<file path="config.mk">
export PLATFORM = sky130hd
export DESIGN_NAME = seq_detector_param
export DESIGN_NICKNAME = d
export VERILOG_FILES = /design/src/rtl/seq_det_pkg.sv /design/src/rtl/seq_det_shift_hist.sv /design/src/rtl/seq_detector_param.sv
export SDC_FILE = /design/constraint.sdc
export NUM_CORES = 1
export LEC_CHECK = 0
export CAP_MARGIN = 20
export CORE_AREA = 2 2 39 41
export DETAILED_ROUTE_END_ITERATION = 7
export DIE_AREA = 0 0 41 43
export GPL_ROUTABILITY_DRIVEN = 0
export PLACE_DENSITY = 0.63
export RECOVER_POWER = 25
export SYNTH_ARGS = -nofsm -noshare
export SYNTH_HDL_FRONTEND = slang
export SYNTH_SLANG_ARGS = --single-unit
export TNS_END_PERCENT = 20
</file>
<file path="constraint.sdc">
create_clock -name clk -period 3 [get_ports clk]
set_input_delay 0.6 -clock clk [delete_from_list [all_inputs] [get_ports clk]]
set_output_delay 0.6 -clock clk [all_outputs]
set_load 0.01 [all_outputs]
</file>
<file path="src/rtl/seq_det_pkg.sv">
// Shared types and constants for the parametrised serial-pattern detector.
package seq_det_pkg;

    // Detector FSM: filling history, or holding a full PAT_W-1 bit window.
    typedef enum logic [0:0] {
        S_FILL  = 1'b0,
        S_ARMED = 1'b1
    } seqdet_state_e;

    // Pattern loaded at reset when the parameter is left at its default.
    localparam logic [3:0] SEQDET_DEF_PATTERN = 4'b0110;

    // Legal pattern lengths.
    localparam int SEQDET_PAT_W_MIN = 2;
    localparam int SEQDET_PAT_W_MAX = 16;

    // Width of a counter that must hold 0..pat_w-1 (never less than one bit).
    function automatic int seqdet_fill_w(input int pat_w);
        int w;
        w = $clog2(pat_w);
        return (w < 1) ? 1 : w;
    endfunction

endpackage

</file>
<file path="src/rtl/seq_det_shift_hist.sv">
// History shift register (newest bit in the LSB) plus saturating fill counter.
// clr has priority over shift; reset has priority over both.
module seq_det_shift_hist #(
    parameter int PAT_W  = 4,
    parameter int FILL_W = 2
) (
    input  logic              clk,
    input  logic              reset,
    input  logic              clr,
    input  logic              shift,
    input  logic              in_bit,
    output logic [PAT_W-2:0]  hist,
    output logic [FILL_W-1:0] fill
);

    localparam logic [FILL_W-1:0] FILL_MAX = FILL_W'(PAT_W - 1);

    logic [PAT_W-2:0]  hist_r;
    logic [PAT_W-2:0]  hist_nxt_s;
    logic [FILL_W-1:0] fill_r;

    // With PAT_W = 2 the history is a single bit, so a shift is a plain load.
    generate
        if (PAT_W == 2) begin : g_hist_one
            assign hist_nxt_s = in_bit;
        end else begin : g_hist_multi
            assign hist_nxt_s = {hist_r[PAT_W-3:0], in_bit};
        end
    endgenerate

    // History and fill counter update: reset, clear, or shift with saturation.
    always_ff @(posedge clk) begin
        if (reset) begin
            hist_r <= {(PAT_W-1){1'b0}};
            fill_r <= {FILL_W{1'b0}};
        end else if (clr) begin
            hist_r <= {(PAT_W-1){1'b0}};
            fill_r <= {FILL_W{1'b0}};
        end else if (shift) begin
            hist_r <= hist_nxt_s;
            if (fill_r != FILL_MAX) begin
                fill_r <= fill_r + FILL_W'(1);
            end else begin
                fill_r <= fill_r;
            end
        end else begin
            hist_r <= hist_r;
            fill_r <= fill_r;
        end
    end

    assign hist = hist_r;
    assign fill = fill_r;

endmodule

</file>
<file path="src/rtl/seq_detector_param.sv">
// Parametrised Mealy serial-pattern detector with run-time programmable
// pattern, overlap/non-overlap mode and input qualifier.
// Optional feature macro: SEQDET_MATCH_CNT_EN adds a saturating match counter
// on port match_cnt.
module seq_detector_param
    import seq_det_pkg::*;
#(
    parameter int               PAT_W         = 4,
    parameter logic [PAT_W-1:0] RESET_PATTERN = SEQDET_DEF_PATTERN,
    parameter int               MATCH_CNT_W   = 8
) (
    input  logic             clk,
    input  logic             reset,
    input  logic             in_valid,
    input  logic             in_bit,
    input  logic             overlap_en,
    input  logic             cfg_load,
    input  logic [PAT_W-1:0] cfg_pattern,
    output logic             z,
    output logic             armed
`ifdef SEQDET_MATCH_CNT_EN
    ,
    output logic [MATCH_CNT_W-1:0] match_cnt
`endif
);

    localparam int FILL_W = seqdet_fill_w(PAT_W);

    // Reject out-of-range configurations at elaboration.
    generate
        if ((PAT_W < SEQDET_PAT_W_MIN) || (PAT_W > SEQDET_PAT_W_MAX)) begin : g_bad_pat_w
            $error("seq_detector_param: PAT_W out of range");
        end
        if (MATCH_CNT_W < 1) begin : g_bad_cnt_w
            $error("seq_detector_param: MATCH_CNT_W must be at least 1");
        end
    endgenerate

    logic [PAT_W-1:0]  pat_r;
    seqdet_state_e     state_r;
    seqdet_state_e     state_nxt_s;
    logic [PAT_W-2:0]  hist_s;
    logic [FILL_W-1:0] fill_s;
    logic              consume_s;
    logic              cmp_s;
    logic              match_s;
    logic              clr_s;
    logic              shift_s;
    logic              armed_s;

    // A bit is consumed only when valid and not swallowed by a pattern load.
    assign consume_s = in_valid & ~cfg_load;
    assign armed_s   = (state_r == S_ARMED);
    assign cmp_s     = ({hist_s, in_bit} == pat_r);
    assign match_s   = consume_s & armed_s & cmp_s & ~reset;

    // Non-overlapping matches and pattern loads restart the history window.
    assign clr_s   = cfg_load | (match_s & ~overlap_en);
    assign shift_s = consume_s & ~clr_s;

    seq_det_shift_hist #(
        .PAT_W  (PAT_W),
        .FILL_W (FILL_W)
    ) u_hist (
        .clk    (clk),
        .reset  (reset),
        .clr    (clr_s),
        .shift  (shift_s),
        .in_bit (in_bit),
        .hist   (hist_s),
        .fill   (fill_s)
    );

    // Pattern register: reset default, or new pattern on cfg_load.
    always_ff @(posedge clk) begin
        if (reset) begin
            pat_r <= RESET_PATTERN;
        end else if (cfg_load) begin
            pat_r <= cfg_pattern;
        end else begin
            pat_r <= pat_r;
        end
    end

    // FSM state register.
    always_ff @(posedge clk) begin
        if (reset) begin
            state_r <= S_FILL;
        end else begin
            state_r <= state_nxt_s;
        end
    end

    // FSM next state: arm when the fill counter reaches PAT_W-1, drop on clear.
    always_comb begin
        state_nxt_s = state_r;
        if (clr_s) begin
            state_nxt_s = S_FILL;
        end else if (shift_s) begin
            case (state_r)
                S_FILL: begin
                    if (fill_s == FILL_W'(PAT_W - 2)) begin
                        state_nxt_s = S_ARMED;
                    end else begin
                        state_nxt_s = S_FILL;
                    end
                end
                S_ARMED: begin
                    state_nxt_s = S_ARMED;
                end
                default: begin
                    state_nxt_s = S_FILL;
                end
            endcase
        end else begin
            state_nxt_s = state_r;
        end
    end

    assign z     = match_s;
    assign armed = armed_s;

`ifdef SEQDET_MATCH_CNT_EN
    localparam logic [MATCH_CNT_W-1:0] CNT_MAX = {MATCH_CNT_W{1'b1}};

    logic [MATCH_CNT_W-1:0] match_cnt_r;

    // Saturating match counter; only reset clears it.
    always_ff @(posedge clk) begin
        if (reset) begin
            match_cnt_r <= {MATCH_CNT_W{1'b0}};
        end else if (match_s && (match_cnt_r != CNT_MAX)) begin
            match_cnt_r <= match_cnt_r + MATCH_CNT_W'(1);
        end else begin
            match_cnt_r <= match_cnt_r;
        end
    end

    assign match_cnt = match_cnt_r;
`else
    // No match counter in this build.
`endif

endmodule

</file>
==> results.py, run 1 <==
metrics = {
    "sta": {
        "finalHoldViolCount": 0,
        "final.setup.tns_ns": 0,
        "relSlewSlack_pct": 74.6,
        "fin_crit_sh_pct": 91.9,
        "rsz0062_at_grt": "false",
        "max_freq_ghz": 0.363,
        "slew_violations": 0,
        "setup_viol": 0,
        "timing.final.ws_setup_ns": 0.244,
        "fin_crit_ns": 2.76,
        "tightest_slew_ns": 0.380,
        "finClkSkew_ns": 0.00432,
    },
    "placement": {
        "port_buffers": 11,
        "dp_slack_ns": 0.237,
        "dp_cells": 73,
        "hpwl_microns": 667,
    },
    "yosys": {
        "synthCells": 46,
        "post-synth-top-area-cell": "dfxtp_1",
        "ys_seq_area_share_pct": 41.6,
        "syn_area_sq_um": 482,
        "syn_area_per_cell_sq_um": 10.5,
        "yosys-top-cells-area": "dfxtp_1 (42%), mux2i_1 (10%), xnor2_1 (9.1%)",
        "yosysWarnings": 0,
        "ys_ff_latch": 10,
        "synth_nets": 58,
        "synth.distinct_cells": 17,
        "synth_top_area_share_pct": 41.6,
    },
    "global_routing": {
        "grt_max_degree": 9,
        "grt_pass1_wl_microns": 1340,
        "grt_pass1_vias": 339,
        "antenna_found_initial": 0,
        "grt_overflow_total": 0,
        "track_usage_pct": 11.9,
    },
    "clock_network": {
        "hold_buffers": 0,
        "cts_setup_buffers": 0,
        "cts_tree": "done",
        "cts-htree-levels": 1,
        "path_clk_slew_ns": 0.06,
        "clk_latency_ns": 0.26,
        "cts_buffers": 3,
        "cts_resized": 0,
        "cts_buffer_depth": 2,
        "root_buffer": "clkbuf_4",
        "clock-sinks": 10,
    },
    "detailed_routing": {
        "vias": 368,
        "drt_pass1_iterations": 2,
        "routed_via_density": 4.84,
        "antenna_left": 0,
        "drc": 0,
        "routed_wl_microns": 793,
        "drt_iter0_markers": 2,
        "avgRoutedWirePerCell_microns": 10.4,
    },
    "worst_setup_path": {
        "crit_fanout": 6,
        "worst_setup_path_start_kind": "input port",
        "required_ns": 2.40,
        "critPathLaunch": "reset",
        "cp_slowest_stage_delay_ns": 0.54,
        "cp_slowest_cell": "clkdlybuf4s50_1",
        "critPathMostFrequentCell": "clkdlybuf4s50_1",
        "cp-end-kind": "output port",
        "crit_chain": "clkdlybuf4s50_1 > and4bb_1 > nand2_2 > nor2_1 > clkdlybuf4s50_1",
        "cp.buffers_inverters": 2,
        "setup.worst_path.class": "in2out",
        "arrival_ns": 2.16,
        "rr_startpoint": "u_hist.fill[0]$_SDFFE_PP0P_",
        "critPathTopFamily": "buffers and inverters",
    },
    "finish": {
        "area_delta_synth_final_pct": 30.1,
        "diodes": 0,
        "mostFrequentLayoutCells": "nor2_1 (10), dfxtp_1 (10), clkdlybuf4s50_1 (10)",
        "fill_cells": 145,
        "multi_input_area_sq_um": 259,
        "final_nets": 74,
        "drive_gt1_share_pct": 16.7,
        "seq_area_sq_um": 200,
        "layoutNonFillerInstCount": 76,
    },
    "floorplanning": {
        "core_sq_um": 1380,
        "die_h_microns": 43,
        "die_w_microns": 41,
        "num_rows": 14,
        "io_pins": 12,
        "die-area_sq_um": 1760,
        "start_util_pct": 34.8,
    },
    "outcome": {
        "status": "finished clean",
    },
    "power": {
        "p_sw_mw": 0.0592,
        "power_density_nw_per_um2": 426,
        "peakVddDrop_mv": 0.214,
        "fin_total_pwr_mw": 0.267,
        "power.internal_mw": 0.208,
        "p_leak_nw": 0.242,
        "p_sw_share_pct": 22.2,
        "power_frac_comb_pct": 14.4,
        "clockPowerShare_pct": 32.6,
        "p_seq_share_pct": 53.0,
    },
    "hold_path": {
        "hp-start": "u_hist.hist[2]$_SDFFE_PP0P_",
        "hold_class": "reg2reg",
    },
    "job": {
        "drv_cap": 0,
    },
}
-- metal layers --
layer / GRT usage (%) / up-vias / share of wire [%]
met3: 6.28 / 2 / 3.7
li1: - / 184 / -
met4: 8.00 / 0 / 1.9
met2: 15.9 / 8 / 49
met1: 13.9 / 174 / 45
met5: 0 / - / 0
-- worst reg2reg max path: stages (launching register included) --
cell and delay [ns]:
dfxtp_1 0.33, ha_1 0.20, nor3b_1 0.35, nor2_1 0.07, a211oi_1 0.22
-- cells in the mapped netlist (all sizes together) --
cell type and n:
nor3b 1, and4bb 1, nand3 1, a211o 2
nand2 1, xnor2 5, nor2 10, a211oi 1
mux2i 5, and2b 2, buf 2, a21oi 1
o31ai 1, inv 1, dfxtp 10, ha 2
-- power by group through the flow --
stage / clock (mW) / sequential, mW / combinational [mW]
after floorplan: 0 / 0.144 / 0.0236
after global placement: 0 / 0.145 / 0.0398
after detailed placement: 0 / 0.145 / 0.0398
after CTS: 0.0904 / 0.142 / 0.0399
after global routing: 0.0967 / 0.142 / 0.0424
final: 0.0870 / 0.142 / 0.0385
-- sequential cells by signal (all words and copies together), names as in the netlist --
signal,count
u_hist.hist,3
pat_r,4
u_hist.fill,2
armed,1
-- area by class of cell --
cell class | instances | share of cell area, %
multi-input cells | 33 | 41.3
well taps | 16 | 3.19
repair buffers | 13 | 19.4
flip-flops and latches | 10 | 31.9
clock buffers | 3 | 3.59
inverters | 1 | 0.599
-- stage by stage --
stage	area [sq um]	utilization [%]	hold WS (ns)
final	627	45.3	0.527
after global routing	627	45.3	0.557
after CTS	631	45.6	0.535
after detailed placement	608	43.9	0.521
after global placement	608	43.9	0.509
after floorplan	482	-	0.482
-- worst paths after layout --
check        slack [ns]                          end  cells past startpoint
max reg2reg        1.75  u_hist.fill[1]$_SDFFE_PP0P_                      4
min                0.53  u_hist.hist[2]$_SDFFE_PP0P_                      2
min reg2reg        0.53  u_hist.hist[2]$_SDFFE_PP0P_                      2
max                0.24                            z                      5
-- logic make-up (layout without fill, tap and decap cells) --
| family | Yosys count | after routing | share of synthesized area [%] |
|---|---|---|---|
| multiplexers | 5 | 5 | 10.4 |
| flip-flops | 10 | 10 | 41.6 |
| AND/OR/NAND/NOR | 16 | 16 | 17.9 |
| XOR/XNOR | 5 | 5 | 9.09 |
| AO/OA/AOI/OAI | 5 | 5 | 11.2 |
| buffers and inverters | 3 | 17 | 4.67 |
| adder cells (fa/ha/maj) | 2 | 2 | 5.19 |
Power figures use the tool's default switching activity.
==> run 2: changes to the inputs <==
--- a/config.mk
+++ b/config.mk
@@ -11,7 +11,7 @@
 export DIE_AREA = 0 0 41 43
 export GPL_ROUTABILITY_DRIVEN = 0
 export PLACE_DENSITY = 0.63
-export RECOVER_POWER = 25
+export RECOVER_POWER = 100
 export SYNTH_ARGS = -nofsm -noshare
 export SYNTH_HDL_FRONTEND = slang
 export SYNTH_SLANG_ARGS = --single-unit
==> run 2 against run 1 <==
Against the previous run: die area stayed put; clock skew is 0.0013 ns lower; core utilization fell by 0.99 points; combinational power fell by 5.5%; first-iteration DRC count stayed put; sequential share of layout area grew 0.72 points; sequential power about the same; global-route usage is the same; largest power group unchanged; total power is 1.0% lower; register-to-register slack got worse by 0.20 ns; critical path type unchanged; clock power shrank 0.7%; count of clock-buffer cells in the layout did not move.
==> results.py, run 2 (same netlist as run 1, synthesis figures left out) <==
metrics = {
    "outcome": {
        "status": "finished clean",
    },
    "floorplanning": {
        "io_pins": 12,
        "num_rows": 14,
        "die_h_microns": 43,
        "start_util_pct": 34.8,
        "core_sq_um": 1380,
        "die-area_sq_um": 1760,
        "die_w_microns": 41,
    },
    "sta": {
        "max_freq_ghz": 0.354,
        "setup_viol": 0,
        "final.setup.tns_ns": 0,
        "rsz0062_at_grt": "false",
        "finClkSkew_ns": 0.00305,
        "timing.final.ws_setup_ns": 0.172,
        "slew_violations": 0,
        "fin_crit_ns": 2.83,
        "fin_crit_sh_pct": 94.3,
        "finalHoldViolCount": 0,
        "tightest_slew_ns": 0.664,
        "relSlewSlack_pct": 55.4,
    },
    "finish": {
        "final_nets": 74,
        "regMostFlops": "pat_r",
        "mostFrequentLayoutCells": "nor2_1 (10), dfxtp_1 (10), clkdlybuf4s50_1 (8)",
        "largest_register_ffs": 4,
        "fill_cells": 148,
        "diodes": 0,
        "area_delta_synth_final_pct": 27.3,
        "drive_gt1_share_pct": 15.0,
    },
    "hold_path": {
        "holdPathStages": 2,
        "hold_class": "reg2reg",
        "hp-start": "armed$_SDFFE_PP0P_",
        "worstHoldEndpoint": "armed$_SDFFE_PP0P_",
    },
    "clock_network": {
        "cts-htree-levels": 1,
        "cts_setup_buffers": 0,
        "root_buffer": "clkbuf_4",
        "hold_buffers": 0,
        "cts_tree": "done",
        "cts_buffers": 3,
        "path_clk_slew_ns": 0.06,
        "cts_buffer_depth": 2,
        "clock-sinks": 10,
        "cts_resized": 0,
        "clk_latency_ns": 0.25,
    },
    "detailed_routing": {
        "drt_iter0_markers": 2,
        "routed_wl_microns": 801,
        "antenna_left": 0,
        "routed_via_density": 4.78,
        "avgRoutedWirePerCell_microns": 10.5,
        "vias": 363,
        "drt_pass1_iterations": 2,
        "drc": 0,
    },
    "worst_setup_path": {
        "reg2reg_depth": 4,
        "crit_chain": "dlygate4sd3_1 > and4bb_1 > nand2_2 > nor2_1 > clkdlybuf4s50_1",
        "crit_fanout": 6,
        "required_ns": 2.40,
        "setup.worst_path.class": "in2out",
        "worst_setup_path_start_kind": "input port",
        "rrSetupSlack_ns": 1.55,
        "cp_slowest_stage_delay_ns": 0.62,
        "critPathTopFamily": "buffers and inverters",
        "arrival_ns": 2.23,
        "cp-end-kind": "output port",
        "cp_slowest_cell": "dlygate4sd3_1",
        "rr_startpoint": "armed$_SDFFE_PP0P_",
        "cp.buffers_inverters": 2,
        "reg2reg_to": "u_hist.hist[0]$_SDFFE_PP0P_",
    },
    "placement": {
        "dp_slack_ns": 0.237,
        "hpwl_microns": 667,
        "port_buffers": 11,
    },
    "global_routing": {
        "grt_overflow_total": 0,
        "grt_pass1_wl_microns": 1340,
        "grt_max_degree": 9,
        "grt_pass1_vias": 339,
        "antenna_found_initial": 0,
        "track_usage_pct": 11.9,
    },
    "power": {
        "p_leak_nw": 0.244,
        "power_density_nw_per_um2": 431,
        "peakVddDrop_mv": 0.214,
    },
    "job": {
        "drv_cap": 0,
    },
}
==> run 2: cell types whose count changed in the layout (fill, tap and decap cells not counted), sizes merged <==
cell and change:
clkdlybuf4s50 -2, dlygate4sd3 +2
==> run 2: stage by stage <==
step | utilization [%] | power, mW | instance area, sq um | instances | hold WS [ns]
floorplan | - | 0.167 | 482 | 46 | 0.482
global placement | 43.9 | 0.184 | 608 | 73 | 0.509
detailed placement | 43.9 | 0.184 | 608 | 73 | 0.521
CTS | 45.6 | 0.272 | 631 | 76 | 0.535
global route | 44.3 | 0.280 | 613 | 76 | 0.551
finish | 44.3 | 0.264 | 613 | 76 | 0.522
==> run 2: final cells by class <==
type,count,area (sq um),area share [%]
repair buffers,13,121,19.8
multi-input cells,33,245,40.0
clock buffers,3,22.5,3.67
flip-flops and latches,10,200,32.7
well taps,16,20.0,3.27
inverters,1,3.75,0.612
==> run 2: worst register-to-register path, cell delays in order, from the launching register on <==
cell	delay [ns]
dfxtp_1	0.35
and4bb_1	0.22
nand2_2	0.06
o31ai_1	0.58
nor2_1	0.11
==> run 2: where the power goes <==
group,switching [mW],leakage (nW),total [mW],internal [mW]
clock network,0.0403,0.0138,0.0864,0.0461
registers,0.00370,0.0818,0.142,0.138
logic,0.0134,0.149,0.0364,0.0230
total,0.0574,0.244,0.264,0.207
==> run 2: worst max-delay path by stage <==
stage / start / to / slack (ns) / cells after the start
3_5_place_dp: reset / z / 0.24 / 5
2_1_floorplan: cfg_load / z / 1.18 / 4
5_1_grt: reset / z / 0.10 / 5
4_1_cts: reset / z / 0.24 / 5
3_3_place_gp: reset / z / 0.27 / 5
6_report: reset / z / 0.17 / 5
==> run 2: layer usage <==
| metal | routed length [microns] | vias up | track usage [%] |
|---|---|---|---|
| li1 | - | 184 | - |
| met1 | 363 | 169 | 13.9 |
| met2 | 393 | 8 | 15.9 |
| met3 | 28 | 2 | 6.28 |
| met4 | 15 | 0 | 8.00 |
| met5 | 0 | - | 0 |
==> run 3: changes to the inputs <==
--- a/config.mk
+++ b/config.mk
@@ -9,7 +9,7 @@
 export CORE_AREA = 2 2 39 41
 export DETAILED_ROUTE_END_ITERATION = 7
 export DIE_AREA = 0 0 41 43
-export GPL_ROUTABILITY_DRIVEN = 0
+export GPL_ROUTABILITY_DRIVEN = 1
 export PLACE_DENSITY = 0.63
 export RECOVER_POWER = 100
 export SYNTH_ARGS = -nofsm -noshare
==> results of run 3 <==
The final DEF is identical to that of run 2; final timing and power are the same.
